--- src/rtl/gmii_tx_sched.sv ---
// Round-robin frame scheduler sharing one GMII TX port among NUM_REQ byte-stream sources.
// Each frame is preamble + SFD + payload, followed by an IPG_LEN-cycle idle gap.
module gmii_tx_sched #(
    parameter int NUM_REQ = 2,
    parameter int IPG_LEN = 12,
    parameter int CNT_W   = 16
) (
    input  logic                       i_clk,
    input  logic                       i_reset,
    input  logic                       i_sched_en,
    input  logic [NUM_REQ-1:0]         i_s_valid,
    input  logic [NUM_REQ*8-1:0]       i_s_data,
    input  logic [NUM_REQ-1:0]         i_s_last,
    output logic [NUM_REQ-1:0]         o_s_ready,
    output logic                       o_tx_en,
    output logic [7:0]                 o_txd,
    output logic                       o_tx_er,
    output logic                       o_busy,
    output logic [$clog2(NUM_REQ)-1:0] o_grant_id,
    output logic [CNT_W-1:0]           o_frame_cnt,
    output logic [CNT_W-1:0]           o_underrun_cnt
);

    localparam int GW = $clog2(NUM_REQ);
    localparam int TW = (IPG_LEN > 8) ? $clog2(IPG_LEN) : 3;

    // IDLE: wait for grant | PRE: 7x 55 | SFD: D5 | DATA: payload | IPG: inter-packet gap
    localparam logic [2:0] ST_IDLE = 3'd0;
    localparam logic [2:0] ST_PRE  = 3'd1;
    localparam logic [2:0] ST_SFD  = 3'd2;
    localparam logic [2:0] ST_DATA = 3'd3;
    localparam logic [2:0] ST_IPG  = 3'd4;

    localparam logic [TW-1:0] PRE_LOAD = TW'(6);
    localparam logic [TW-1:0] IPG_LOAD = TW'(IPG_LEN - 1);

    logic [2:0]       r_state;
    logic [TW-1:0]    r_tmr;
    logic [GW-1:0]    r_ptr;
    logic [GW-1:0]    r_grant;
    logic             r_tx_en;
    logic [7:0]       r_txd;
    logic             r_tx_er;
    logic [CNT_W-1:0] r_frame_cnt;
    logic [CNT_W-1:0] r_underrun_cnt;

    logic             w_req_any;
    logic [GW-1:0]    w_next_gnt;
    logic             w_arb_ok;
    logic             w_gnt_valid;
    logic             w_gnt_last;
    logic [7:0]       w_gnt_data;
    logic             w_hs;
    logic             w_tx_en_nxt;
    logic [7:0]       w_txd_nxt;
    logic             w_tx_er_nxt;

    // Scan downward so the nearest valid source after the pointer is the last one written.
    always_comb begin
        int            v_idx;
        logic [GW-1:0] v_sel;
        w_req_any  = 1'b0;
        w_next_gnt = '0;
        v_idx      = 0;
        v_sel      = '0;
        for (int k = NUM_REQ; k >= 1; k--) begin
            v_idx = int'(r_ptr) + k;
            if (v_idx >= NUM_REQ) begin
                v_idx = v_idx - NUM_REQ;
            end
            v_sel = GW'(v_idx);
            if (i_s_valid[v_sel]) begin
                w_req_any  = 1'b1;
                w_next_gnt = v_sel;
            end
        end
    end

    assign w_arb_ok    = i_sched_en & w_req_any;
    assign w_gnt_valid = i_s_valid[r_grant];
    assign w_gnt_last  = i_s_last[r_grant];
    assign w_gnt_data  = i_s_data[{r_grant, 3'b000} +: 8];
    assign w_hs        = (r_state == ST_DATA) & w_gnt_valid;

    always_comb begin
        o_s_ready = '0;
        if (r_state == ST_DATA) begin
            o_s_ready[r_grant] = 1'b1;
        end
    end

    always_comb begin
        w_tx_en_nxt = 1'b0;
        w_txd_nxt   = 8'h00;
        w_tx_er_nxt = 1'b0;
        case (r_state)
            ST_PRE: begin
                w_tx_en_nxt = 1'b1;
                w_txd_nxt   = 8'h55;
            end
            ST_SFD: begin
                w_tx_en_nxt = 1'b1;
                w_txd_nxt   = 8'hD5;
            end
            ST_DATA: begin
                w_tx_en_nxt = 1'b1;
                if (w_gnt_valid) begin
                    w_txd_nxt = w_gnt_data;
                end else begin
                    w_tx_er_nxt = 1'b1;
                end
            end
            default: begin
            end
        endcase
    end

    always_ff @(posedge i_clk or posedge i_reset) begin
        if (i_reset) begin
            r_state        <= ST_IDLE;
            r_tmr          <= '0;
            r_ptr          <= GW'(NUM_REQ - 1);
            r_grant        <= '0;
            r_tx_en        <= 1'b0;
            r_txd          <= 8'h00;
            r_tx_er        <= 1'b0;
            r_frame_cnt    <= '0;
            r_underrun_cnt <= '0;
        end else begin
            r_tx_en <= w_tx_en_nxt;
            r_txd   <= w_txd_nxt;
            r_tx_er <= w_tx_er_nxt;
            case (r_state)
                ST_IDLE: begin
                    if (w_arb_ok) begin
                        r_state <= ST_PRE;
                        r_tmr   <= PRE_LOAD;
                        r_grant <= w_next_gnt;
                        r_ptr   <= w_next_gnt;
                    end
                end
                ST_PRE: begin
                    if (r_tmr == '0) begin
                        r_state <= ST_SFD;
                    end else begin
                        r_tmr <= r_tmr - TW'(1);
                    end
                end
                ST_SFD: begin
                    r_state <= ST_DATA;
                end
                ST_DATA: begin
                    if (w_hs) begin
                        if (w_gnt_last) begin
                            r_state     <= ST_IPG;
                            r_tmr       <= IPG_LOAD;
                            r_frame_cnt <= r_frame_cnt + CNT_W'(1);
                        end
                    end else begin
                        r_underrun_cnt <= r_underrun_cnt + CNT_W'(1);
                    end
                end
                ST_IPG: begin
                    // The last gap cycle doubles as an arbitration slot for back-to-back frames.
                    if (r_tmr == '0) begin
                        if (w_arb_ok) begin
                            r_state <= ST_PRE;
                            r_tmr   <= PRE_LOAD;
                            r_grant <= w_next_gnt;
                            r_ptr   <= w_next_gnt;
                        end else begin
                            r_state <= ST_IDLE;
                        end
                    end else begin
                        r_tmr <= r_tmr - TW'(1);
                    end
                end
                default: begin
                    r_state <= ST_IDLE;
                end
            endcase
        end
    end

    assign o_tx_en        = r_tx_en;
    assign o_txd          = r_txd;
    assign o_tx_er        = r_tx_er;
    assign o_busy         = (r_state != ST_IDLE);
    assign o_grant_id     = r_grant;
    assign o_frame_cnt    = r_frame_cnt;
    assign o_underrun_cnt = r_underrun_cnt;

endmodule

--- config.mk ---
export PLATFORM = sky130hd
export DESIGN_NAME = gmii_tx_sched
export DESIGN_NICKNAME = d
export VERILOG_FILES = /design/src/rtl/gmii_tx_sched.sv
export SDC_FILE = /design/constraint.sdc
export NUM_CORES = 1
export LEC_CHECK = 0
export BUFFER_PORTS_ARGS = -buffer_cell sky130_fd_sc_hd__buf_2
export CAP_MARGIN = 20
export CORE_MARGIN = 2
export CORE_UTILIZATION = 55
export CTS_CLUSTER_DIAMETER = 120
export DETAILED_ROUTE_END_ITERATION = 16
export PLACE_DENSITY_LB_ADDON = 0.1
export SYNTH_ARGS = -nofsm -noshare
export SYNTH_HDL_FRONTEND = slang
export SYNTH_SLANG_ARGS = --single-unit
--- constraint.sdc ---
create_clock -name i_clk -period 6.4 [get_ports i_clk]
set_clock_uncertainty 0.2 [all_clocks]
set_input_delay 0.96 -clock i_clk [delete_from_list [all_inputs] [get_ports i_clk]]
set_output_delay 0.96 -clock i_clk [all_outputs]
set_load 0.01 [all_outputs]
==> results.py <==
metrics = {
    "run_status": {
        "run_status": "finished, final reports clean",
    },
    "routing": {
        "dr.pass1.iters": 4,
        "drtIter0Drc": 113,
        "wl_mm": 4.95,
        "ant_nets": 0,
        "drc_errors": 0,
        "vias": 1970,
        "vias_per_cell": 5.55,
        "wl_per_cell_um": 13.9,
    },
    "hold_path": {
        "hold_class": "reg -> reg",
    },
    "layout": {
        "mostFrequentLayoutCell": "buf_2",
        "layout-drive-gt1-share_pct": 30.4,
        "final_cells": 355,
        "syn_to_final_growth_pct": 19.1,
        "multiInputGateArea_sq_mm": 0.00121,
        "mostFrequentLayoutCells": "buf_2, dfrtp_1, xnor2_1",
        "diodes": 0,
        "fin_nets": 328,
        "regArea_sq_mm": 0.00128,
        "fillers": 353,
    },
    "clocking": {
        "insertion_delay_ns": 0.30,
        "cts.clk_slew.worst_paths_ns": 0.09,
        "tritoncts": "done",
        "clk_path_buf_depth": 2,
        "htreeDepth": 2,
        "cts_buffers": 5,
        "cts_root_buf": "clkbuf_8",
        "cts.sinks": 51,
        "postCtsHoldBufs": 0,
        "ctsResizeCount": 0,
        "cts_setup_buffers": 0,
    },
    "synth": {
        "ys_ff_latch": 51,
        "synth_cell_type_count": 46,
        "synth.top_cells.by_area": "dfrtp_1, xnor2_1, mux2i_1, xor2_1, nor3_4",
        "synth_top_cell_area_share_pct": 48.9,
        "synth_edf_count": 0,
        "ys_seq_area_share_pct": 49.9,
        "async_flop_share_pct": 100,
        "yosys_warnings": 0,
        "syn_nets": 260,
        "syn_area_sq_mm": 0.00256,
        "synth_area_leader_cell": "dfrtp_1",
        "synth_ff_type": "dfrtp_1",
        "synthCells": 234,
        "synth.avg_cell_area_sq_um": 10.9,
    },
    "global_routing": {
        "track_usage_pct": 19.9,
        "grt_pass1_vias": 1777,
        "grt_pass1_wl_mm": 8.18,
        "antenna_found_initial": 0,
        "grt_overflow": 0,
        "grt_max_degree": 52,
    },
    "floorplan": {
        "chipWidth_um": 72.2,
        "io_pins": 69,
        "rows": 24,
        "dieArea_sq_mm": 0.00522,
        "die_h_um": 72.2,
        "core-area_sq_mm": 0.00441,
        "start_util_pct": 58.0,
    },
    "setup_path": {
        "r2r_setup_slack_ns": 4.05,
        "max_stage_delay_ns": 0.62,
        "worst-setup-path-type": "reg -> out",
        "cp-start-kind": "flip-flop",
        "cp_top_family": "simple AND/OR/NAND/NOR gates",
        "cp_num_buf_inv": 1,
        "crit_arrival_ns": 1.74,
        "cpMaxStageDelayCell": "dfrtp_1",
        "cp_max_fo": 12,
        "path_cells": "nor2b_1, and3_1, buf_2",
        "critPathRequiredTime_ns": 5.24,
        "critPathCaptureType": "output pin",
    },
    "place": {
        "io_buffers": 68,
        "dp_hpwl_mm": 3.64,
        "placedCellCount": 346,
        "place.gp.congestion": 0.873,
    },
    "power": {
        "p_total_mw": 1.07,
        "vdd_drop_max_mv": 0.210,
        "power.density_mw_per_mm2": 350,
        "power_leakage_nw": 1.58,
    },
    "timing": {
        "worstMarginPinSlew_ns": 0.722,
        "setup_viol": 0,
        "min_period_ns": 2.90,
        "post-route-period-util_pct": 45.4,
        "hold_viol_final": 0,
        "fmax_mhz": 344,
        "slew_headroom_pct": 51.9,
        "drv_slew": 0,
        "finalSetupTns_ns": 0,
        "rsz0062_at_grt": "no",
    },
    "job": {
        "maxCapViolCount": 0,
    },
}
[layer usage]
metal  routed length [um]  part of all wire (%)  vias to the layer above  GRT usage, %
li1                     -                     -                      969             -
met1                 2210                    45                      936          27.0
met2                 2400                    48                       59          32.9
met3                  295                   6.0                        6          4.03
met4                   44                  0.89                        0          5.03
met5                    0                     0                        -             0
[metrics by stage]
step / instance area, sq um / hold WS, ns / utilization, % / setup WS (ns)
2_1_floorplan: 2560 / 0.294 / - / 4.00
3_3_place_gp: 2920 / 0.252 / 66.2 / 3.88
3_5_place_dp: 2920 / 0.258 / 66.2 / 3.85
4_1_cts: 3030 / 0.270 / 68.6 / 3.49
5_1_grt: 3050 / 0.283 / 69.0 / 3.32
6_report: 3050 / 0.268 / 69.0 / 3.50
[registers in the layout, summed over array words and instances (netlist names)]
signal / cells
r_state: 3
o_frame_cnt: 16
r_ptr: 1
o_grant_id: 1
o_txd: 8
o_tx_er: 1
o_tx_en: 1
r_tmr: 4
o_underrun_cnt: 16
[path summary, 6_finish.rpt]
check | start | end | cells after the start
worst min register to register | o_underrun_cnt[15] | o_underrun_cnt[15] | 1
worst max register to register | o_grant_id | r_tmr[1] | 4
worst max-delay path | r_state[0] | o_s_ready[1] | 3
max in group asynchronous | i_reset | r_ptr | 3
worst min-delay path | o_underrun_cnt[15] | o_underrun_cnt[15] | 1
min in group asynchronous | i_reset | o_frame_cnt[12] | 2
[cell type report]
type / instances / area share [%]
clock buffers: 7 / 3.16
multi-input cells: 166 / 39.6
inverters: 9 / 1.11
clock inverters: 1 / 0.246
repair buffers: 69 / 11.8
well taps: 52 / 2.13
flip-flops and latches: 51 / 41.9
[power breakdown]
group / leakage [nW] / switching, mW / total, mW / internal (mW)
Sequential: 0.664 / 0.0934 / 0.486 / 0.393
Clock: 0.0505 / 0.101 / 0.199 / 0.0984
Combinational: 0.864 / 0.205 / 0.382 / 0.177
[synthesized netlist by cell type, types with 2 or more instances]
| cell | number |
|---|---|
| xnor2_1 | 19 |
| a22oi_1 | 2 |
| nand3_1 | 11 |
| dfrtp_1 | 50 |
| o21bai_1 | 2 |
| nor3_4 | 4 |
| and3_1 | 5 |
| a21oi_1 | 5 |
| mux2_2 | 5 |
| mux2i_1 | 11 |
| inv_1 | 9 |
| and4_1 | 6 |
| nand4_1 | 7 |
| buf_2 | 3 |
| clkbuf_1 | 4 |
| nand2_1 | 17 |
| nor3_1 | 7 |
| xor2_1 | 12 |
| nor2b_1 | 2 |
| and2_1 | 3 |
| ha_1 | 3 |
| o21ai_0 | 11 |
| nor2_1 | 13 |
[worst reg2reg max path: stages (launching register included)]
cell,delay (ns)
dfrtp_1,0.82
mux2i_1,0.57
nor3_4,0.15
o31a_1,0.34
o32a_1,0.17
[cell families after synthesis]
kind of cell | synth area share, %
and+or+nand+nor | 19.5
DFF | 49.9
adders and majority gates | 1.47
muxes | 7.09
AOI/OAI and AO/OA | 8.55
xor gates and xnor gates | 10.6
buffers and inverters | 2.93
Note: power is estimated with default switching activity, not from simulation.
